`src/rtl/gsram_pkg.sv`:
```
// Shared constants and types for the generic SRAM port arbiter.
package gsram_pkg;

  localparam int unsigned ABITS_DEFAULT = 14;
  localparam int unsigned NREQ_MAX      = 8;
  localparam int unsigned IDW           = $clog2(NREQ_MAX);

  typedef enum logic {
    CLEAR = 1'b0,
    RUN   = 1'b1
  } gsram_state_t;

  // One in-flight read per SRAM port: which requester gets the Q bit next cycle.
  typedef struct packed {
    logic           vld;
    logic [IDW-1:0] id;
  } rsp_slot_t;

endpackage

```
`src/rtl/rr_pick2.sv`:
```
// Round-robin picker: first two requesters at or after ptr, as one-hot winners.
module rr_pick2
  import gsram_pkg::*;
#(
  parameter int unsigned NREQ = 4
) (
  input  logic [NREQ-1:0] req,
  input  logic [IDW-1:0]  ptr,
  output logic [NREQ-1:0] win0,
  output logic [NREQ-1:0] win1,
  output logic            vld0,
  output logic            vld1
);

  localparam int unsigned PW = (NREQ > 1) ? $clog2(NREQ) : 1;

  logic [PW-1:0] idx;

  // Scan requesters in priority order starting at ptr; keep the first two hits.
  always_comb begin
    win0 = '0;
    win1 = '0;
    vld0 = 1'b0;
    vld1 = 1'b0;
    idx  = '0;
    for (int unsigned i = 0; i < NREQ; i++) begin
      idx = PW'((32'(ptr) + i) % NREQ);
      if (req[idx]) begin
        if (!vld0) begin
          win0[idx] = 1'b1;
          vld0      = 1'b1;
        end else if (!vld1) begin
          win1[idx] = 1'b1;
          vld1      = 1'b1;
        end
      end
    end
  end

endmodule

```
`src/rtl/gsram_port_arbiter.sv`:
```
// Two-port arbiter for the 1-bit-wide generic SRAM: zero-sweep after reset/clear,
// then up to two round-robin accesses per cycle with read data one cycle after grant.
module gsram_port_arbiter
  import gsram_pkg::*;
#(
  parameter int unsigned NREQ  = 4,
  parameter int unsigned ABITS = ABITS_DEFAULT
) (
  input  logic                  CLK,
  input  logic                  RST,
  input  logic                  clr_req,
  output logic                  init_done,
  input  logic [NREQ-1:0]       req_valid,
  output logic [NREQ-1:0]       req_ready,
  input  logic [NREQ-1:0]       req_we,
  input  logic [NREQ*ABITS-1:0] req_addr,
  input  logic [NREQ-1:0]       req_wdata,
  output logic [NREQ-1:0]       rsp_valid,
  output logic [NREQ-1:0]       rsp_rdata,
  output logic [ABITS-1:0]      A0,
  output logic [ABITS-1:0]      A1,
  output logic                  D0,
  output logic                  D1,
  output logic                  WE0,
  output logic                  WE1,
  output logic                  CE0,
  output logic                  CE1,
  input  logic                  Q0,
  input  logic                  Q1
);

  localparam int unsigned KW = ABITS - 1;

  gsram_state_t     state_q, state_d;
  logic [KW-1:0]    k_q, k_d;
  logic             done_q, done_d;
  logic [IDW-1:0]   rr_q, rr_d;

  logic [NREQ-1:0]  win0, win1;
  logic             wv0, wv1;
  logic [IDW-1:0]   id0, id1;
  logic [ABITS-1:0] waddr0, waddr1;
  logic             wwe0, wwe1, wwd0, wwd1;
  logic             conflict, sweep, run_ok, gnt0, gnt1;

  logic [ABITS-1:0] a0_q, a1_q;
  logic             d0_q, d1_q;
  rsp_slot_t        slot0_q, slot1_q, slot0_d, slot1_d;

  function automatic logic [IDW-1:0] rr_inc(input logic [IDW-1:0] x);
    rr_inc = ((32'(x) + 32'd1) >= NREQ) ? '0 : x + IDW'(1);
  endfunction

  rr_pick2 #(
    .NREQ (NREQ)
  ) u_pick (
    .req  (req_valid),
    .ptr  (rr_q),
    .win0 (win0),
    .win1 (win1),
    .vld0 (wv0),
    .vld1 (wv1)
  );

  // Decode one-hot winners into requester id and access fields.
  always_comb begin
    id0    = '0;
    id1    = '0;
    waddr0 = '0;
    waddr1 = '0;
    wwe0   = 1'b0;
    wwe1   = 1'b0;
    wwd0   = 1'b0;
    wwd1   = 1'b0;
    for (int unsigned i = 0; i < NREQ; i++) begin
      if (win0[i]) begin
        id0    = IDW'(i);
        waddr0 = req_addr[i*ABITS +: ABITS];
        wwe0   = req_we[i];
        wwd0   = req_wdata[i];
      end
      if (win1[i]) begin
        id1    = IDW'(i);
        waddr1 = req_addr[i*ABITS +: ABITS];
        wwe1   = req_we[i];
        wwd1   = req_wdata[i];
      end
    end
  end

  // Same-address pair with any write: only port0 goes this cycle.
  assign conflict  = wv0 & wv1 & (waddr0 == waddr1) & (wwe0 | wwe1);
  assign sweep     = (state_q == CLEAR) & ~RST;
  assign run_ok    = (state_q == RUN) & ~clr_req & ~RST;
  assign gnt0      = run_ok & wv0;
  assign gnt1      = run_ok & wv1 & ~conflict;
  assign req_ready = ({NREQ{gnt0}} & win0) | ({NREQ{gnt1}} & win1);
  assign init_done = done_q;

  // SRAM port drive: sweep writes, granted accesses, otherwise idle holding A/D.
  always_comb begin
    CE0 = sweep | gnt0;
    CE1 = sweep | gnt1;
    WE0 = sweep | (gnt0 & wwe0);
    WE1 = sweep | (gnt1 & wwe1);
    A0  = a0_q;
    A1  = a1_q;
    D0  = d0_q;
    D1  = d1_q;
    if (sweep) begin
      A0 = {k_q, 1'b0};
      A1 = {k_q, 1'b1};
      D0 = 1'b0;
      D1 = 1'b0;
    end else begin
      if (gnt0) begin
        A0 = waddr0;
        D0 = wwd0;
      end
      if (gnt1) begin
        A1 = waddr1;
        D1 = wwd1;
      end
    end
  end

  // Next state: sweep counter, init flag and round-robin pointer.
  always_comb begin
    state_d = state_q;
    k_d     = k_q;
    done_d  = done_q;
    rr_d    = rr_q;
    unique case (state_q)
      CLEAR: begin
        if (clr_req) begin
          k_d = '0;
        end else if (&k_q) begin
          state_d = RUN;
          done_d  = 1'b1;
          k_d     = '0;
        end else begin
          k_d = k_q + KW'(1);
        end
      end
      RUN: begin
        if (clr_req) begin
          state_d = CLEAR;
          k_d     = '0;
          done_d  = 1'b0;
        end else if (wv0) begin
          if (conflict)  rr_d = id1;
          else if (wv1)  rr_d = rr_inc(id1);
          else           rr_d = rr_inc(id0);
        end
      end
      default: state_d = CLEAR;
    endcase
  end

  // Granted reads remember which requester owns each port's Q next cycle.
  always_comb begin
    slot0_d     = '0;
    slot1_d     = '0;
    slot0_d.vld = gnt0 & ~wwe0;
    slot0_d.id  = id0;
    slot1_d.vld = gnt1 & ~wwe1;
    slot1_d.id  = id1;
  end

  // State, hold and response pipe registers.
  always_ff @(posedge CLK) begin
    if (RST) begin
      state_q <= CLEAR;
      k_q     <= '0;
      done_q  <= 1'b0;
      rr_q    <= '0;
      a0_q    <= '0;
      a1_q    <= '0;
      d0_q    <= 1'b0;
      d1_q    <= 1'b0;
      slot0_q <= '0;
      slot1_q <= '0;
    end else begin
      state_q <= state_d;
      k_q     <= k_d;
      done_q  <= done_d;
      rr_q    <= rr_d;
      a0_q    <= A0;
      a1_q    <= A1;
      d0_q    <= D0;
      d1_q    <= D1;
      slot0_q <= slot0_d;
      slot1_q <= slot1_d;
    end
  end

  // Route each port's read bit to the requester that issued it.
  always_comb begin
    rsp_valid = '0;
    rsp_rdata = '0;
    for (int unsigned i = 0; i < NREQ; i++) begin
      if (slot0_q.vld && (slot0_q.id == IDW'(i))) begin
        rsp_valid[i] = 1'b1;
        rsp_rdata[i] = Q0;
      end else if (slot1_q.vld && (slot1_q.id == IDW'(i))) begin
        rsp_valid[i] = 1'b1;
        rsp_rdata[i] = Q1;
      end
    end
  end

endmodule
```
`config.mk`:
```
export PLATFORM = sky130hd
export DESIGN_NAME = gsram_port_arbiter
export DESIGN_NICKNAME = d
export VERILOG_FILES = /design/src/rtl/gsram_pkg.sv /design/src/rtl/rr_pick2.sv /design/src/rtl/gsram_port_arbiter.sv
export SDC_FILE = /design/constraint.sdc
export NUM_CORES = 1
export LEC_CHECK = 0
export ABC_CLOCK_PERIOD_IN_PS = 6000
export BUFFER_PORTS_ARGS = -buffer_cell sky130_fd_sc_hd__buf_2
export CAP_MARGIN = 20
export CORE_UTILIZATION = 54
export CTS_CLUSTER_SIZE = 40
export DETAILED_ROUTE_END_ITERATION = 8
export PLACE_DENSITY = 0.87
export SYNTH_ARGS = -nofsm -noshare
export SYNTH_HDL_FRONTEND = slang
export SYNTH_SLANG_ARGS = --single-unit
```
`constraint.sdc`:
```
create_clock -name CLK -period 6 [get_ports CLK]
set_input_delay 0.6 -clock CLK [delete_from_list [all_inputs] [get_ports CLK]]
set_output_delay 0.6 -clock CLK [all_outputs]
set_load 0.03 [all_outputs]
```
* Yosys cells after proc, flatten, opt, wreduce, memory -nomap -nowiden
Cells that the tools add are included.
** Word-level totals
- Flip-flop bits (word level) :: 55
- Latch bits :: 0
- Bits in read-only memories :: 0
- RAM bits :: 0
- Memories kept :: 0
- Output and inout port bits :: 47
** Operators by class
- Order comparisons :: 10
- $mul :: 0
- Eq/ne operators :: 10
- Bitwise gates (word level) :: 32
- Shift operators :: 0
- $add $sub $neg :: 8
- Divide/modulo/power cells :: 0
- Mux-type cells :: 111
- Reduce and logical (&&, ||, !) cells :: 17
** Operators with widths (number)
- two-way mux 14 bit :: 12
- two-way mux 1 bit :: 62
- two-way mux 4 bit :: 15
- two-way mux 13 bit :: 3
- one-hot mux 13 bit (2 select lines) :: 1
- bitwise OR 4 bit :: 6
- equality test 14 bit :: 1
- adder 13 x 1 -> 13 bit (second input constant) :: 1
- AND 1 bit :: 13
- AND reduction 13 bit :: 1
- equality test 3 x 2 -> 1 bit (second input constant) :: 4
- logical AND 1 bit :: 12
- < comparator 2 x 3 -> 1 bit (second input constant) :: 4
- two-way mux 3 bit :: 4
- adder 3 x 1 -> 4 bit (second input constant) :: 2
- AND 4 bit :: 2
- binary-select mux 1 bit (select 2 bit) :: 4
- demux 1 bit (select 2 bit) :: 4
- greater-or-equal comparator 2 x 1 -> 1 bit (second input constant) :: 4
- greater-or-equal comparator 4 x 3 -> 1 bit (second input constant) :: 2
- two-way mux 2 bit :: 4
- adder 2 x 1 -> 2 bit (second input constant) :: 3
- equality test 3 x 1 -> 1 bit (second input constant) :: 2
- logical NOT 3 bit :: 2
- other kinds (7) :: 20

* Logic depth before layout (Yosys ltp)
- Depth after elaboration :: 26
- Mapped depth :: 20
- Depth with buffers taken out :: 14

* Modules after synthesis
A second synthesis with hierarchy kept.
** Second synthesis, totals
- Cells, all modules :: 517
- Area, all modules :: 4214.0 um^2
** By module, submodules not included
- gsram_port_arbiter :: area each 3772.4 um^2, sequential area each 1081.0 um^2, cells each 467, instances 1
- rr_pick2 :: area each 441.7 um^2, sequential area each 0.0 um^2, cells each 50, instances 1

* Worst setup path after synthesis
Ideal clock, no wire load.
- Kind :: reg2out
- Start :: reg rr_q[0]
- End :: out A1[8]
- Arrival :: 5.303 ns
- Stages on the path, launching flop included :: 20
- Setup slack :: 0.097 ns
- Cells stage by stage :: dfxtp_1 buf_6 inv_1 ha_1 clkbuf_1 mux4_2 buf_4 xnor2_1 o2bb2ai_1 or2_1 buf_6 o311a_1 o21a_1 a32o_1 a2111o_1 or4_4 or2_1 buf_6 and3_1 a211oi_1
** On the way
- Cells in the longest elaborated chain, start to end :: 26
- Elaborated cells between the ends (all ways) :: 87
** RTL lines
- start: declaration :: RTL line gsram_port_arbiter.sv:37 : logic [IDW-1:0] rr_q, rr_d;
- start signal: assignment :: RTL line gsram_port_arbiter.sv:187 : rr_q <= rr_d;
- adder 2 x 1 -> 2 bit :: RTL line rr_pick2.sv:27 : idx = PW'((32'(ptr) + i) % NREQ);
- < comparator 2 x 3 -> 1 bit (implied by the code) or greater-or-equal comparator 2 x 1 -> 1 bit (tied branches) :: RTL line rr_pick2.sv:30, rr_pick2.sv:33
- logical AND 1 bit (implied by the code) :: RTL line rr_pick2.sv:30, rr_pick2.sv:33
- two-way mux 1 bit (implied by the code) :: RTL line rr_pick2.sv:30, rr_pick2.sv:33
- demux 1 bit (select 2 bit)
- two-way mux 4 bit :: RTL line rr_pick2.sv:29 : if (!vld0) begin
- two-way mux 4 bit :: RTL line rr_pick2.sv:28 : if (req[idx]) begin
- bitwise OR 4 bit (no line)
- [6 not listed]
- two-way mux 4 bit :: RTL line rr_pick2.sv:28
- two-way mux 14 bit (4 in a row) :: RTL line gsram_port_arbiter.sv:82 : if (win1[i]) begin
- equality test 14 bit :: RTL line gsram_port_arbiter.sv:92 : assign conflict = wv0 & wv1 & (waddr0 == waddr1) & (wwe0 | wwe1);
- AND 1 bit (2 in a row) :: RTL line gsram_port_arbiter.sv:92
- NOT 1 bit :: RTL line gsram_port_arbiter.sv:96 : assign gnt1 = run_ok & wv1 & ~conflict;
- AND 1 bit :: RTL line gsram_port_arbiter.sv:96
- two-way mux 14 bit (*) :: RTL line gsram_port_arbiter.sv:120 : if (gnt1) begin
- two-way mux 14 bit (*) :: RTL line gsram_port_arbiter.sv:110 : if (sweep) begin
- end: declaration :: RTL line gsram_port_arbiter.sv:21 : output logic [ABITS-1:0] A1,
Mark *: on every way between the ends. The rest lies on a longest branch, timed or not. The select of a mux whose other input is x is not followed.

* Worst setup path in the final report
- Start :: reg rr_q[0]
- End :: out A1[0]
Same word-level chain as after synthesis.

==> flow_summary.json <==
{
  "status": "completed",
  "hold_viol": 0,
  "grt_pass1_vias": 5113,
  "final_common_cell": "buf_2",
  "cpMaxStageDelayCell": "or4_1",
  "start_util": 0.5589,
  "rsz0062_at_grt": "no",
  "synth.distinct_cells": 76,
  "detail_route.wl_per_cell_um": 20.14,
  "path_class": "flip-flop to output port",
  "grt_max_degree": 44,
  "ff2ff_setup_slack_ns": 1.14,
  "detailed_place.area_um2": 5316,
  "ant_nets": 0,
  "wl_mm": 16.85,
  "vias": 5732,
  "final_area_um2": 5578,
  "critPathCapture": "A1[0]",
  "die_y_um": 94.45,
  "antenna_found_initial": 0,
  "slew_headroom": 0.4686,
  "ios": 120,
  "yosys.area.top_type": "dfxtp_1",
  "root_buffer": "clkbuf_8",
  "yosys.area.top_type_share": 0.2299,
  "synth_area_per_cell_um2": 7.421,
  "syn_area_um2": 4616,
  "placed_cells": 822,
  "area_delta_synth_final_pct": 20.85,
  "syn_nets": 702,
  "swShare": 0.5386,
  "drive_gt1_frac": 0.2596,
  "fin_crit_ns": 5.830,
  "n_antenna_cell": 0,
  "rr_worst_depth": 14,
  "hold_class": "flip-flop to flip-flop",
  "vias_per_cell": 6.848,
  "clk_latency_ns": 0.32,
  "synthArstFlopShare": 0,
  "fillers": 729,
  "fin_crit_sh": 0.9717,
  "cap_violations": 0,
  "cp-end-kind": "output port",
  "p_leak_nw": 2.319,
  "cts_tree": "built",
  "drt_iter0_markers": 576,
  "rows": 33,
  "power.internal_mw": 1.457,
  "seq_power_share": 0.128,
  "core_um2": 8258,
  "cts_buffers": 5,
  "timing.fmax_mhz": 171.5,
  "path_max_fanout": 22,
  "setup_viol": 0,
  "crit_cells": 15,
  "h-tree-depth": 2,
  "die_area_um2": 8921,
  "layout_common_cells": "buf_2 (118), nor2_1 (72), nand2_1 (60)",
  "tns_ns": 0,
  "fin_skew_ns": 0.008574,
  "cts_sinks": 53,
  "ys_ff_latch": 53,
  "crit_chain": "inv_1 > ha_2 > mux4_2 > xor2_1 > o211a_1 > a221o_2 > or4_1 > a21boi_0 > a2111o_1 > or4_4 > o21ai_4 > buf_12 > mux2_2 > nand2_1 > buf_2",
  "clkSlewWorstSetupHoldPaths_ns": 0.11,
  "critical_path.top_delay_family": "compound AO/OA/AOI/OAI gates",
  "synth_edf_count": 0,
  "holdWs_ns": 0.5042,
  "grt_overflow_total": 0,
  "critPathArrivalTime_ns": 5.23,
  "groute.usage.overall": 0.3690,
  "die_w_um": 94.45,
  "p_switching_mw": 1.701,
  "clkPwrFrac": 0.082,
  "r2r-end": "a1_q[0]$_SDFF_PP0_",
  "yosysWarningCount": 0,
  "worstMarginPinSlew_ns": 0.7971,
  "grt_pass1_wl_mm": 25.56,
  "synth_area_leaders": "dfxtp_1 (23%), nor2_1 (5.9%), o21ai_0 (5.0%)",
  "start_kind": "flip-flop",
  "drcViolationCount": 0,
  "cts_max_path_buffers": 2,
  "cp_data_required_time_ns": 5.40,
  "final_nets": 811,
  "ir_drop_v": 0.0004429,
  "drtPass1Iterations": 6,
  "reg2reg_from": "rr_q[0]$_SDFFE_PP0P_",
  "critPathMaxStageDelay_ns": 0.58,
  "setup.worst_path.start": "rr_q[0]$_SDFFE_PP0P_",
  "post-route-util": 0.6755,
  "ys_seq_area_frac": 0.2299,
  "routabilityCongestion": 1.007,
  "yosys_most_used_dff": "dfxtp_1",
  "hpwl_mm": 12.48,
  "port_buffers": 119,
  "synthCells": 622,
  "slew_viol_final": 0,
  "final-instance-count-excl-fill": 837,
  "path_buf_inv": 3,
  "powerDensity_nw_per_um2": 566.1,
  "pwr-share-comb": 0.790
}
-- layout make-up --
type                            count  area [um2]  area share
Tap cell                          105       131.4     0.02355
Clock inverter                      2       38.79    0.006954
Timing Repair Buffer              148       845.8      0.1516
Sequential cell                    53        1061      0.1902
Multi-Input combinational cell    504        3357      0.6018
Inverter                           19       71.32     0.01279
Clock buffer                        6       72.57     0.01301
-- flip-flops by register name, indices dropped and copies added (netlist names) --
| register | cells |
|---|---|
| a0_q | 14 |
| a1_q | 14 |
| d0_q | 1 |
| d1_q | 1 |
| init_done | 1 |
| k_q | 13 |
| rr_q | 2 |
| slot0_q | 3 |
| slot1_q | 3 |
| state_q | 1 |
-- cells by family after synthesis --
family          share of synthesized area
buf+inv                           0.06424
simple gates                       0.2507
fa+ha+maj                         0.02114
compound gates                     0.3478
xor+xnor                          0.03226
mux                               0.05395
flops                              0.2299
-- worst reg2reg max path, cell delays in order, from the launching register on --
cell and delay (ns):
dfxtp_1 0.34, inv_1 0.09, ha_2 0.43, mux4_2 0.42, xor2_1 0.23, o211a_1 0.29
a221o_2 0.48, or4_1 0.58, a21boi_0 0.16, a2111o_1 0.43, or4_4 0.44, o21ai_4 0.21
buf_12 0.20, mux2_2 0.37, a21oi_1 0.14
-- per-stage QoR --
stage	setup slack [ns]	total power [mW]
floorplan	0.09739	2.076
global placement	0.1736	2.707
detailed placement	0.1714	2.722
CTS	0.004584	3.012
global route	0.02954	3.328
finish	0.1699	3.158
-- how the worst min path moves through the flow --
stage	from	slack [ns]	cells past startpoint	end
2_1_floorplan	a1_q[7]$_SDFF_PP0_	0.45	2	a1_q[7]$_SDFF_PP0_
3_3_place_gp	a1_q[7]$_SDFF_PP0_	0.47	2	a1_q[7]$_SDFF_PP0_
3_5_place_dp	a1_q[1]$_SDFF_PP0_	0.49	1	a1_q[1]$_SDFF_PP0_
4_1_cts	a1_q[6]$_SDFF_PP0_	0.51	2	a1_q[6]$_SDFF_PP0_
5_1_grt	a1_q[6]$_SDFF_PP0_	0.54	2	a1_q[6]$_SDFF_PP0_
6_report	a1_q[6]$_SDFF_PP0_	0.50	2	a1_q[6]$_SDFF_PP0_
-- synthesized netlist by cell type (11+ instances only) --
| cell | instances |
|---|---|
| nor3_1 | 18 |
| o21ai_0 | 46 |
| o211ai_1 | 16 |
| buf_2 | 15 |
| nand2_1 | 61 |
| a221o_1 | 11 |
| inv_1 | 19 |
| a21oi_1 | 27 |
| a311o_1 | 14 |
| nor2_1 | 72 |
| dfxtp_1 | 53 |
| xnor2_1 | 13 |
| nand3_1 | 21 |
| clkbuf_1 | 24 |
| a221oi_1 | 13 |
| and2_1 | 12 |
| a22oi_1 | 11 |
| nor2b_1 | 17 |
-- power groups by stage --
stage | clock [mW] | sequential, mW | combinational (mW)
finish | 0.259 | 0.404 | 2.49
global route | 0.273 | 0.407 | 2.65
CTS | 0.260 | 0.404 | 2.35
detailed placement | 0 | 0.412 | 2.31
global placement | 0 | 0.410 | 2.30
floorplan | 0 | 0.411 | 1.67
-- layer usage --
layer / global-route usage / wire (um)
met1: 0.4687 / 6594
met3: 0.05153 / 1801
met2: 0.6147 / 7738
met4: 0.1742 / 719
met5: 0 / 0
-- timing repair --
item                       CTS  global route
hold buffers                 0             0
cloned                       0             2
pin swaps                    0             2
setup endpoints to repair   10            15
buffers inserted             1             3
gates resized for setup      4            11
Note: power is estimated with default switching activity, not from simulation.
